--- src/rtl/fight_pkg.sv ---
// Shared types and constants between the round scheduler and the fightingGame core.
package fight_pkg;

    localparam int unsigned ACTION_W = 3;

    // Action substituted for a player who misses the turn; also the reset value
    localparam logic [ACTION_W-1:0] IDLE_ACTION = 3'b000;

    // Action codes understood by fightingGame
    localparam logic [ACTION_W-1:0] ACT_IDLE    = 3'b000;
    localparam logic [ACTION_W-1:0] ACT_PUNCH   = 3'b001;
    localparam logic [ACTION_W-1:0] ACT_KICK    = 3'b010;
    localparam logic [ACTION_W-1:0] ACT_BLOCK   = 3'b011;
    localparam logic [ACTION_W-1:0] ACT_JUMP    = 3'b100;
    localparam logic [ACTION_W-1:0] ACT_CROUCH  = 3'b101;
    localparam logic [ACTION_W-1:0] ACT_SPECIAL = 3'b110;
    localparam logic [ACTION_W-1:0] ACT_THROW   = 3'b111;

    localparam int unsigned ROUND_W = 8;

    // Scheduler phase, visible on the phase port
    typedef enum logic [1:0] {
        PH_COLLECT  = 2'd0,
        PH_ISSUE    = 2'd1,
        PH_COOLDOWN = 2'd2,
        PH_OVER     = 2'd3
    } phase_e;

    // Round counter increment that sticks at all-ones
    function automatic logic [ROUND_W-1:0] sat_inc(input logic [ROUND_W-1:0] v);
        return (v == {ROUND_W{1'b1}}) ? v : v + ROUND_W'(1);
    endfunction

endpackage

--- src/rtl/player_action_slot.sv ---
// One player's submission slot: latches the first accepted action of a turn.
module player_action_slot
    import fight_pkg::*;
(
    input  logic                clk,
    input  logic                resetGame,
    input  logic                valid,
    input  logic                ready,
    input  logic [ACTION_W-1:0] action,
    input  logic                clear,
    input  logic                timeoutFill,
    output logic                held,
    output logic [ACTION_W-1:0] slotAction
);

    logic                held_q, held_d;
    logic [ACTION_W-1:0] act_q, act_d;
    logic                accept;
    logic                fill;

    assign accept = valid & ready;
    assign fill   = timeoutFill & ~held_q;
    assign held   = held_q;

    // Action that would be issued if the turn closed on this edge; a same-edge submission wins over the fill
    assign slotAction = accept ? action : (fill ? IDLE_ACTION : act_q);

    // Next-state for the held flag and latched action
    always_comb begin
        held_d = held_q;
        act_d  = act_q;
        if (clear) begin
            held_d = 1'b0;
            act_d  = IDLE_ACTION;
        end else if (accept) begin
            held_d = 1'b1;
            act_d  = action;
        end else if (fill) begin
            act_d  = IDLE_ACTION;
        end
    end

    // Slot registers with synchronous reset
    always_ff @(posedge clk) begin
        if (resetGame) begin
            held_q <= 1'b0;
            act_q  <= IDLE_ACTION;
        end else begin
            held_q <= held_d;
            act_q  <= act_d;
        end
    end

endmodule

--- src/rtl/round_scheduler.sv ---
// Turn sequencer: collects both players' actions, strobes them into the core, then cools down.
module round_scheduler
    import fight_pkg::*;
#(
    parameter int unsigned TIMEOUT_CYCLES  = 16,
    parameter int unsigned COOLDOWN_CYCLES = 4
) (
    input  logic                clk,
    input  logic                resetGame,
    input  logic                p1Valid,
    input  logic [ACTION_W-1:0] p1Action,
    input  logic                p2Valid,
    input  logic [ACTION_W-1:0] p2Action,
    input  logic                firstWin,
    input  logic                secondWin,
    output logic                p1Ready,
    output logic                p2Ready,
    output logic [ACTION_W-1:0] action1,
    output logic [ACTION_W-1:0] action2,
    output logic                actionEnable,
    output logic [ROUND_W-1:0]  roundCount,
    output logic                gameOver,
    output logic [1:0]          phase
);

    localparam int unsigned CNT_MAX = (TIMEOUT_CYCLES > COOLDOWN_CYCLES) ? TIMEOUT_CYCLES
                                                                         : COOLDOWN_CYCLES;
    localparam int unsigned CNT_W   = $clog2(CNT_MAX);

    localparam logic [CNT_W-1:0] TIMEOUT_LAST  = CNT_W'(TIMEOUT_CYCLES - 1);
    localparam logic [CNT_W-1:0] COOLDOWN_LAST = CNT_W'(COOLDOWN_CYCLES - 1);

    phase_e               state_q, state_d;
    logic [CNT_W-1:0]     cnt_q, cnt_d;
    logic [ACTION_W-1:0]  action1_q, action1_d;
    logic [ACTION_W-1:0]  action2_q, action2_d;
    logic                 act_en_q, act_en_d;
    logic [ROUND_W-1:0]   round_q, round_d;
    logic                 over_q, over_d;

    logic                 p1_held, p2_held;
    logic [ACTION_W-1:0]  p1_slot, p2_slot;
    logic                 p1_accept, p2_accept;
    logic                 any_held, both_ready_to_issue;
    logic                 win;
    logic                 in_collect;
    logic                 collect_timeout;
    logic                 cooldown_last;

    // Ready is the only combinational output pair
    assign in_collect = (state_q == PH_COLLECT);
    assign p1Ready    = in_collect & ~p1_held;
    assign p2Ready    = in_collect & ~p2_held;

    assign p1_accept  = p1Valid & p1Ready;
    assign p2_accept  = p2Valid & p2Ready;
    assign any_held   = p1_held | p2_held;
    assign win        = firstWin | secondWin;

    // Turn closes once both players are held, counting the submissions sampled on this edge
    assign both_ready_to_issue = (p1_held | p1_accept) & (p2_held | p2_accept);

    // Timeout window only runs once someone has submitted
    assign collect_timeout = in_collect & any_held & (cnt_q == TIMEOUT_LAST);
    assign cooldown_last   = (state_q == PH_COOLDOWN) & (cnt_q == COOLDOWN_LAST);

    player_action_slot u_slot_p1 (
        .clk         (clk),
        .resetGame   (resetGame),
        .valid       (p1Valid),
        .ready       (p1Ready),
        .action      (p1Action),
        .clear       (cooldown_last),
        .timeoutFill (collect_timeout),
        .held        (p1_held),
        .slotAction  (p1_slot)
    );

    player_action_slot u_slot_p2 (
        .clk         (clk),
        .resetGame   (resetGame),
        .valid       (p2Valid),
        .ready       (p2Ready),
        .action      (p2Action),
        .clear       (cooldown_last),
        .timeoutFill (collect_timeout),
        .held        (p2_held),
        .slotAction  (p2_slot)
    );

    // Next-state and registered-output logic for the scheduler FSM and shared counter
    always_comb begin
        state_d   = state_q;
        cnt_d     = cnt_q;
        action1_d = action1_q;
        action2_d = action2_q;
        act_en_d  = 1'b0;
        round_d   = round_q;
        over_d    = over_q;

        unique case (state_q)
            PH_COLLECT: begin
                if (win) begin
                    state_d = PH_OVER;
                    over_d  = 1'b1;
                    cnt_d   = '0;
                end else if (both_ready_to_issue || collect_timeout) begin
                    state_d   = PH_ISSUE;
                    act_en_d  = 1'b1;
                    action1_d = p1_slot;
                    action2_d = p2_slot;
                    round_d   = sat_inc(round_q);
                    cnt_d     = '0;
                end else if (any_held) begin
                    cnt_d = cnt_q + CNT_W'(1);
                end else begin
                    cnt_d = '0;
                end
            end

            PH_ISSUE: begin
                state_d = PH_COOLDOWN;
                cnt_d   = '0;
            end

            PH_COOLDOWN: begin
                if (cnt_q == COOLDOWN_LAST) begin
                    cnt_d   = '0;
                    state_d = win ? PH_OVER : PH_COLLECT;
                    over_d  = win;
                end else begin
                    cnt_d = cnt_q + CNT_W'(1);
                end
            end

            PH_OVER: begin
                over_d = 1'b1;
            end

            default: begin
                state_d = PH_COLLECT;
                cnt_d   = '0;
            end
        endcase
    end

    // State and output registers with synchronous reset
    always_ff @(posedge clk) begin
        if (resetGame) begin
            state_q   <= PH_COLLECT;
            cnt_q     <= '0;
            action1_q <= IDLE_ACTION;
            action2_q <= IDLE_ACTION;
            act_en_q  <= 1'b0;
            round_q   <= '0;
            over_q    <= 1'b0;
        end else begin
            state_q   <= state_d;
            cnt_q     <= cnt_d;
            action1_q <= action1_d;
            action2_q <= action2_d;
            act_en_q  <= act_en_d;
            round_q   <= round_d;
            over_q    <= over_d;
        end
    end

    assign action1      = action1_q;
    assign action2      = action2_q;
    assign actionEnable = act_en_q;
    assign roundCount   = round_q;
    assign gameOver     = over_q;
    assign phase        = 2'(state_q);

endmodule
--- config.mk ---
export PLATFORM = sky130hd
export DESIGN_NAME = round_scheduler
export DESIGN_NICKNAME = d
export VERILOG_FILES = /design/src/rtl/fight_pkg.sv /design/src/rtl/player_action_slot.sv /design/src/rtl/round_scheduler.sv
export SDC_FILE = /design/constraint.sdc
export NUM_CORES = 1
export LEC_CHECK = 0
export BUFFER_PORTS_ARGS = -buffer_cell sky130_fd_sc_hd__buf_2
export CORE_MARGIN = 2
export CORE_UTILIZATION = 30
export DETAILED_ROUTE_END_ITERATION = 16
export HOLD_SLACK_MARGIN = 0.05
export PLACE_DENSITY = 0.5
export SYNTH_ARGS = -nofsm -noshare
export SYNTH_HDL_FRONTEND = slang
export SYNTH_SLANG_ARGS = --single-unit
--- constraint.sdc ---
create_clock -name clk -period 4.1 [get_ports clk]
set_clock_uncertainty 0.1 [all_clocks]
set_input_delay 1.23 -clock clk [delete_from_list [all_inputs] [get_ports clk]]
set_output_delay 1.23 -clock clk [all_outputs]
set_load 0.02 [all_outputs]
==> metrics.txt, run 1 <==
ant diodes=0; first-pass GRT wire length=5590 um; Worst Path Required=2770 ps; Synth area leaders=dfxtp_1 40%, ha_1 5.9%, a21oi_1 5.7%; vias in the first global route=1219; sequential area share after synthesis=0.404; io pins=32; synthesized area=0.00149 mm2; TritonCTS clock tree=done; Cell Rows=25; initial antenna violation count=0; EDFF count, synth=0; Cell Pwr Density=541 mW/mm2; Internal=0.594 mW; die height=74.4 um; most common cell in the netlist=dfxtp_1; Max-cap violations=0; Clk pwr share=0.255; slack of the critical path=1190 ps; Skew-Pair Late Insertion Delay=280 ps; Initial Utilization=0.312; DIE WIDTH=74.4 um; area grow syn2layout=19.5%; syn nets=183; RSZ-0062 raised after global routing=no; status=finished clean; CTS Buf Count=5; largest net degree at the start of global routing=22; Hold/Removal Path Class=flip-flop to flip-flop; Switching Share=0.382; Final nets=214; Main synth FF type=dfxtp_1; Detail Placement HPWL=2470 um; Synth area leader=dfxtp_1; logic gate share of total power=0.370; top-area cell type share of the netlist area=0.404; clk buf depth=2; Slew Viols, Final=0; clock sink total=30; Overflow after GRT=0; Seq pwr share=0.375; GRT Util Overall=0.134; Synth Area per Inst=9.06 um2; most common library cells after synthesis=30 x dfxtp_1, 18 x nor2_1, 17 x a21oi_1, 9 x a311oi_1, 9 x nand2_1; Critical Path Sink Type=primary output; ys async rst share=0; Worst-path clk slew=70 ps; crit start category=flip-flop; fin util=0.373; routability cong.=0.787; ANT nets after route=0; FF+latch count, synth=30; overall power=0.961 mW; DP Worst Slack=1050 ps; Initial DRT Pass Iterations=4; CTS resizes=0; relative max-transition margin=0.318; Avg WL per Cell=13.0 um; f_max=344 MHz; Finish-stage setup viols=0; Vias=1329; 1st-iter DRT viols=39; period utilization=0.709; DP Area=0.00168 mm2; CP Class=flip-flop to primary output; final-report hold violation count=0; Period minus WS final=2910 ps; DRC viols=0; die area=0.00553 mm2; port buffer count=31; Design Area, Final=0.00177 mm2; post-CTS setup buffers=0; layout cells sized above 1=0.230; Synth cell types=46; CP arrival=1580 ps; Slew @ Worst Pin=1020 ps; routed wire length=3420 um; Post-CTS Hold Fix Bufs=0; crit-path max FO=9; DR vias/cell=5.05; fill cell count=509; P_leak=0.706 nW; CTS HTree Levels=2; CTS root buf=clkbuf_8; Yosys warnings=0; Final TNS setup=0 ps; Peak VDD IR=286 uV; Net Sw Power=0.367 mW; cells after synthesis=164; Core ar.=0.00475 mm2
-- layer usage --
metal	part of all wire	wire [um]	GRT usage	up-vias
met3	0.054	184	0.0542	11
li1	-	-	-	677
met5	0	0	0	-
met2	0.46	1570	0.206	27
met4	0.022	76	0.0595	0
met1	0.47	1590	0.166	614
-- power by group through the flow --
| stage | Sequential, mW | Clock, mW | Combinational, mW |
|---|---|---|---|
| floorplan | 0.381 | 0 | 0.262 |
| global placement | 0.366 | 0 | 0.347 |
| detailed placement | 0.368 | 0 | 0.355 |
| CTS | 0.362 | 0.254 | 0.358 |
| global route | 0.366 | 0.273 | 0.396 |
| finish | 0.360 | 0.245 | 0.355 |
-- metrics by stage --
stage	hold slack [ps]	std cells
5_1_grt	419	263
6_report	404	263
2_1_floorplan	391	164
3_5_place_dp	399	255
3_3_place_gp	383	255
4_1_cts	407	263
-- critical path, stage by stage, from the launching register on --
cell	delay (ps)
dfxtp_1	360
inv_1	130
ha_1	380
nor2b_1	230
buf_2	190
-- registers in the layout, indices dropped and copies added, names as in the netlist --
register	count
action1	3
action2	3
actionEnable	1
cnt_q	4
gameOver	1
phase	2
roundCount	8
u_slot_p1.act_q	3
u_slot_p1.held	1
u_slot_p2.act_q	3
u_slot_p2.held	1
-- layout by cell type, fill, tap and decap left out, types with 3 or more instances in the layout --
cell type | Yosys | layout
o21ai_0 | 3 | 3
nor4_1 | 3 | 3
nand3_1 | 3 | 3
buf_2 | 0 | 31
a311oi_1 | 9 | 9
nor2_1 | 18 | 18
clkbuf_8 | 0 | 6
dfxtp_1 | 30 | 30
ha_1 | 7 | 7
or4_1 | 3 | 3
o31ai_1 | 3 | 3
nand2_1 | 9 | 9
nor2b_1 | 4 | 4
a21oi_1 | 17 | 17
inv_1 | 4 | 4
a2bb2oi_1 | 6 | 6
-- cells by family after synthesis --
kind of cell	Yosys count	share of synthesized area
DFF	30	0.404
xor gates and xnor gates	3	0.0177
adders and majority gates	7	0.0590
and+or+nand+nor	61	0.231
muxes	2	0.0143
buffers and inverters	11	0.0379
AOI/OAI and AO/OA	50	0.236
-- area by class of cell --
cell class | count | area [um2] | share of cell area
multi-input combinational | 123 | 828 | 0.467
tap | 67 | 83.8 | 0.0472
timing repair buffer | 31 | 155 | 0.0874
clock inverter | 1 | 5.00 | 0.00282
clock buffer | 7 | 86.3 | 0.0487
inverter | 4 | 15.0 | 0.00846
sequential | 30 | 601 | 0.339
-- worst paths after layout --
check / slack [ps] / end / from / depth (start not counted)
setup / recovery: 1190 / p2Ready / phase[1] / 4
hold / removal: 400 / roundCount[5] / roundCount[5] / 2
setup reg to reg: 1490 / roundCount[7] / phase[1] / 6
hold reg to reg: 400 / roundCount[5] / roundCount[5] / 2
(Power assumes the default switching activity.)
==> inputs of run 2 (changes only) <==
PLACE_DENSITY = 0.52   (was 0.5)
clock period = 2.6 ns   (was 4.1 ns; I/O delays follow)
==> run 2 against run 1 <==
Sequential power grew 57%. Clock power grew 54%. First-iteration DRC count shrank 2.6%. Combinational power grew 65%. Design area grew 1.3%.
==> metrics.txt, run 2 (synthesis results as in run 1) <==
status=finished clean; vias in the first global route=1224 (+0.41%); DP Worst Slack=119 ps (-927 ps); routed wire length=3230 um (-5.6%); TritonCTS clock tree=done; Detail Placement HPWL=2350 um (-4.9%); Worst R2R Start=phase[0]; initial antenna violation count=0 (unchanged); crit start category=flip-flop; Finish-stage setup viols=0 (unchanged); area grow syn2layout=21.1%; ant diodes=0 (unchanged); Critical Path Sink Type=flip-flop; CP Class=flip-flop to flip-flop; CP max stage delay=400 ps (+20 ps); 1st-iter DRT viols=38 (-2.6%); P_leak=0.716 nW (+1.4%); fill cell count=505 (-0.79%); crit path from=phase[0]; R2R setup slack=300 ps (-1190 ps); CP arrival=2350 ps (+770 ps); Net Sw Power=0.572 mW (+56%); crit-path max FO=13 (+4); hold path cells=2 (unchanged); post-CTS setup buffers=0 (unchanged); Slew Viols, Final=0 (unchanged); DR vias/cell=4.90 (-3.0%); logic gate share of total power=0.384 (+0.014); slack of the critical path=305 ps (-889 ps); die area=0.00553 mm2 (unchanged); Avg WL per Cell=12.2 um (-6.3%); CTS HTree Levels=2 (unchanged); die height=74.4 um (unchanged); CTS root buf=clkbuf_8; f_max=436 MHz; Worst Reg-to-Reg Cells=6 (unchanged); Cell Pwr Density=851 mW/mm2 (+57%); Core ar.=0.00475 mm2 (unchanged); worst-path cell chain=inv_1, ha_2, nand4_2, o22a_1, nor4_1, mux2_1; RSZ-0062 raised after global routing=no; layout cells sized above 1=0.247 (+0.0179); largest net degree at the start of global routing=22 (unchanged); GRT Util Overall=0.127 (-0.00678); Skew-Pair Late Insertion Delay=270 ps (about the same); worst min-delay path startpoint=roundCount[5]; Internal=0.958 mW (+61%); CTS Buf Count=5 (unchanged); io pins=32 (unchanged); routability cong.=0.770 (-2.2%); DRC viols=0 (unchanged); Worst-path clk slew=70 ps (about the same); Clk pwr share=0.247 (-0.008); Max-cap violations=0 (unchanged); Switching Share=0.374 (-0.00804); Final nets=216 (+0.93%); Worst Path Required=2660 ps (-110 ps); first-pass GRT wire length=5430 um (-2.8%); Seq pwr share=0.369 (-0.006); Initial DRT Pass Iterations=4 (unchanged); reg-to-reg endpoint=roundCount[7]; relative max-transition margin=0.627 (+0.309); Overflow after GRT=0 (unchanged); area occupied by multi-input gates=837 um2 (+1.1%); Final TNS setup=0 ps (unchanged); CP max stage cell=o22a_1; ANT nets after route=0 (unchanged); period utilization=0.883; Hold/Removal Path Class=flip-flop to flip-flop; DIE WIDTH=74.4 um (unchanged); CTS resizes=0 (unchanged); clk buf depth=2 (unchanged); FF+latch area=601 um2 (unchanged); Initial Utilization=0.312 (unchanged); Period minus WS final=2300 ps; clock sink total=30 (unchanged); most frequent cells in the layout=31 x buf_2, 30 x dfxtp_1, 18 x nor2_1; Peak VDD IR=427 uV (+49%); Hold EP=roundCount[5]; max reg flops=8 (unchanged); Vias=1299 (-2.3%); commonest non-fill, non-tap cell in the layout=buf_2; Cell Rows=25 (unchanged); port buffer count=31 (unchanged); Slew @ Worst Pin=560 ps (-464 ps); Post-CTS Hold Fix Bufs=0 (unchanged); final-report hold violation count=0 (unchanged)
## run 2: worst max path at each step
stage,endpoint,cells after the start
floorplan,roundCount[7],8
global placement,action1[1],6
detailed placement,roundCount[6],6
CTS,action1[1],6
global route,roundCount[7],6
finish,roundCount[7],6
## run 2: layout make-up
| cell class | instances | area share |
|---|---|---|
| Tap cell | 67 | 0.0466 |
| Inverter | 4 | 0.00835 |
| Multi-Input combinational cell | 123 | 0.466 |
| Clock inverter | 1 | 0.00278 |
| Sequential cell | 30 | 0.334 |
| Clock buffer | 7 | 0.0480 |
| Timing Repair Buffer | 33 | 0.0946 |
## run 2: per-stage QoR
stage | cell area [um2] | power [mW] | std cells | hold slack [ps] | util
after floorplan | 1490 | 1.01 | 164 | 391 | -
after global placement | 1700 | 1.15 | 257 | 386 | 0.357
after detailed placement | 1700 | 1.14 | 257 | 388 | 0.357
after CTS | 1790 | 1.53 | 265 | 400 | 0.376
after global routing | 1800 | 1.64 | 265 | 430 | 0.378
final | 1800 | 1.53 | 265 | 396 | 0.378
## run 2: worst max-delay path: cells and delay by family, from the launching register on
kind                     cells  cell delay, ps
AND/OR/NAND/NOR              2             570
AO/OA/AOI/OAI                1             400
flip-flops                   1             360
multiplexers                 1             360
adder cells (fa/ha/maj)      1             290
buffers and inverters        1             100
## run 2: metal layers
layer | global-route usage | up-vias | wire, um
li1 | - | 682 | -
met1 | 0.171 | 589 | 1620
met2 | 0.193 | 24 | 1450
met3 | 0.0325 | 4 | 119
met4 | 0.0575 | 0 | 42
met5 | 0 | - | 0
## run 2: power by group through the flow
stage / clock network (mW) / registers, mW / logic [mW]
global placement: 0 / 0.574 / 0.578
finish: 0.378 / 0.565 / 0.587
floorplan: 0 / 0.602 / 0.413
global route: 0.409 / 0.573 / 0.661
detailed placement: 0 / 0.574 / 0.570
CTS: 0.394 / 0.564 / 0.574
==> inputs of run 3 (changes only) <==
CORE_UTILIZATION = 40   (was 30)
PLACE_DENSITY = 0.65   (was 0.52)
SETUP_SLACK_MARGIN = 0.5   (was default)
==> run 3 against run 2 <==
Power increased by 28%. Global-route usage is 4.9 points higher. Critical path depth is 2 lower. Utilization increased by 17 points. Clock-buffer cell count is 1 lower. Register-to-register slack improved by 290 ps. Design area up 9.5%. Clock power rose by 57%. Sequential share of layout area decreased by 2.5 points.
==> metrics.txt, run 3 (synthesis results as in run 1) <==
status=finished clean; initial antenna violation count=0 (unchanged); most used routing layer=met2; fill cell count=349 (-31%); CTS root buf=clkbuf_8; Final TNS setup=0 ps (unchanged); Max-cap violations=0 (unchanged); relative max-transition margin=0.723 (+0.0960); CTS HTree Levels=2 (unchanged); Skew-Pair Late Insertion Delay=290 ps (+20 ps); Peak VDD IR=617 uV (+45%); clk buf depth=2 (unchanged); Cells after DPL=237 (-7.8%); Detail Placement HPWL=2470 um (+5.0%); Critical Path Sink Type=primary output; reg-to-reg endpoint=roundCount[7]; layout cells sized above 1=0.335 (+0.0875); die height=64.9 um (-13%); CTS Buf Count=5 (unchanged); ant diodes=0 (unchanged); overall power=1.95 mW (+28%); Worst-path clk slew=60 ps (about the same); port buffer count=31 (unchanged); Worst Reg-to-Reg Cells=7 (+1); routability cong.=0.870 (+13%); DR vias/cell=5.55 (+13%); Slew @ Worst Pin=414 ps (-146 ps); f_max=483 MHz (+11%); most frequent cells in the layout=29 x buf_2, 28 x dfxtp_1, 18 x nor2_1; GRT Util Overall=0.177 (+0.0494); Period minus WS final=2070 ps (-224 ps); io pins=32 (unchanged); Final nets=221 (+2.3%); RSZ-0062 raised after global routing=yes; vias in the first global route=1271 (+3.8%); CP arrival=1190 ps (-1160 ps); Finish-stage setup viols=0 (unchanged); area grow syn2layout=32.5%; Overflow after GRT=0 (unchanged); DRC viols=0 (unchanged); commonest non-fill, non-tap cell in the layout=buf_2; routed wire length=3600 um (+11%); Slew Viols, Final=0 (unchanged); Avg WL per Cell=14.3 um (+17%); met1 Usage GRT=0.213 (+0.0419); first-pass GRT wire length=5690 um (+4.7%); Hold EP=roundCount[5]; ANT nets after route=0 (unchanged); worst min-delay path startpoint=roundCount[5]; Post-Layout Cell Count=251 (-5.3%); 1st-iter DRT viols=42 (+11%); TritonCTS clock tree=done; Initial DRT Pass Iterations=4 (unchanged); Cell Rows=22 (-12%); hold path cells=2 (unchanged); Initial Utilization=0.412 (+0.0995); fin util=0.546 (+0.168); die area=0.00422 mm2 (-24%); Hold/Removal Path Class=flip-flop to flip-flop; P_leak=0.795 nW (+11%); met2 Track Usage GR=0.295 (+0.102); final-report hold violation count=0 (unchanged); CP Class=flip-flop to primary output; period utilization=0.797 (-0.0862); Cell Pwr Density=992 mW/mm2 (+17%); largest net degree at the start of global routing=22 (unchanged); Core ar.=0.00361 mm2 (-24%); R2R setup slack=590 ps (+290 ps); Vias=1392 (+7.2%); DIE WIDTH=64.9 um (-13%); GR Layer Usage met3=0.0365 (+0.00394); Worst R2R Start=phase[1]; max reg flops=8 (unchanged); clock sink total=30 (unchanged); crit-path max FO=7 (-6); crit start category=flip-flop; Worst Path Required=1720 ps (-940 ps)
-- run 3: changes by cell type in the layout (fill, tap and decap cells not counted), moves of 2 or more --
cell       delta
buf_4         +4
a21oi_1       -3
a21oi_2       +3
buf_6         +3
buf_2         -2
bufinv_16     +2
dfxtp_1       -2
dfxtp_4       +2
inv_1         -2
inv_4         +2
nor2b_1       -2
nor2b_4       +2
-- run 3: stage by stage --
stage	cell area (um2)	worst slack (ps)	hold slack, ps
floorplan	1490	507	391
global placement	1670	232	378
detailed placement	1670	111	391
CTS	1880	503	401
global route	1970	483	421
finish	1970	529	396
-- run 3: timing repair --
item,CTS,global route
gates resized for setup,15,13
pin swaps,1,2
hold endpoints to repair,0,0
buffers inserted,2,4
hold buffers,0,0
setup endpoints to repair,19,15
-- run 3: routing by layer --
metal	part of all wire	wire length, um	up-vias
li1	-	-	696
met1	0.45	1620	657
met2	0.49	1750	32
met3	0.042	150	7
met4	0.019	70	0
met5	0	0	-
-- run 3: area by class of cell --
type,count,area (um2),share of cell area
Tap cell,48,60.1,0.0305
Sequential cell,30,608,0.309
Timing Repair Buffer,38,224,0.114
Clock buffer,6,82.6,0.0420
Clock inverter,2,60.1,0.0305
Multi-Input combinational cell,123,913,0.464
Inverter,4,20.0,0.0102
-- run 3: worst max path at each step --
stage                         from             to  slack, ps  cells after the start
final                     phase[1]        p2Ready        530                      4
after global routing      phase[1]        p1Ready        480                      4
after CTS                 phase[0]        p1Ready        500                      4
after detailed placement  phase[1]  roundCount[6]        110                      6
after global placement     p2Valid     action2[1]        230                      5
after floorplan           phase[1]  roundCount[7]        510                      8
-- run 3: critical path, cell delays in order (launching register included) --
cell and delay [ps]:
dfxtp_4 360, inv_4 70, ha_4 180, nor2b_4 170
buf_6 120
-- run 3: power breakdown --
group	internal, mW	total [mW]	switching, mW
clock	0.409	0.594	0.185
combinational	0.357	0.775	0.419
sequential	0.526	0.584	0.0579
total	1.29	1.95	0.662
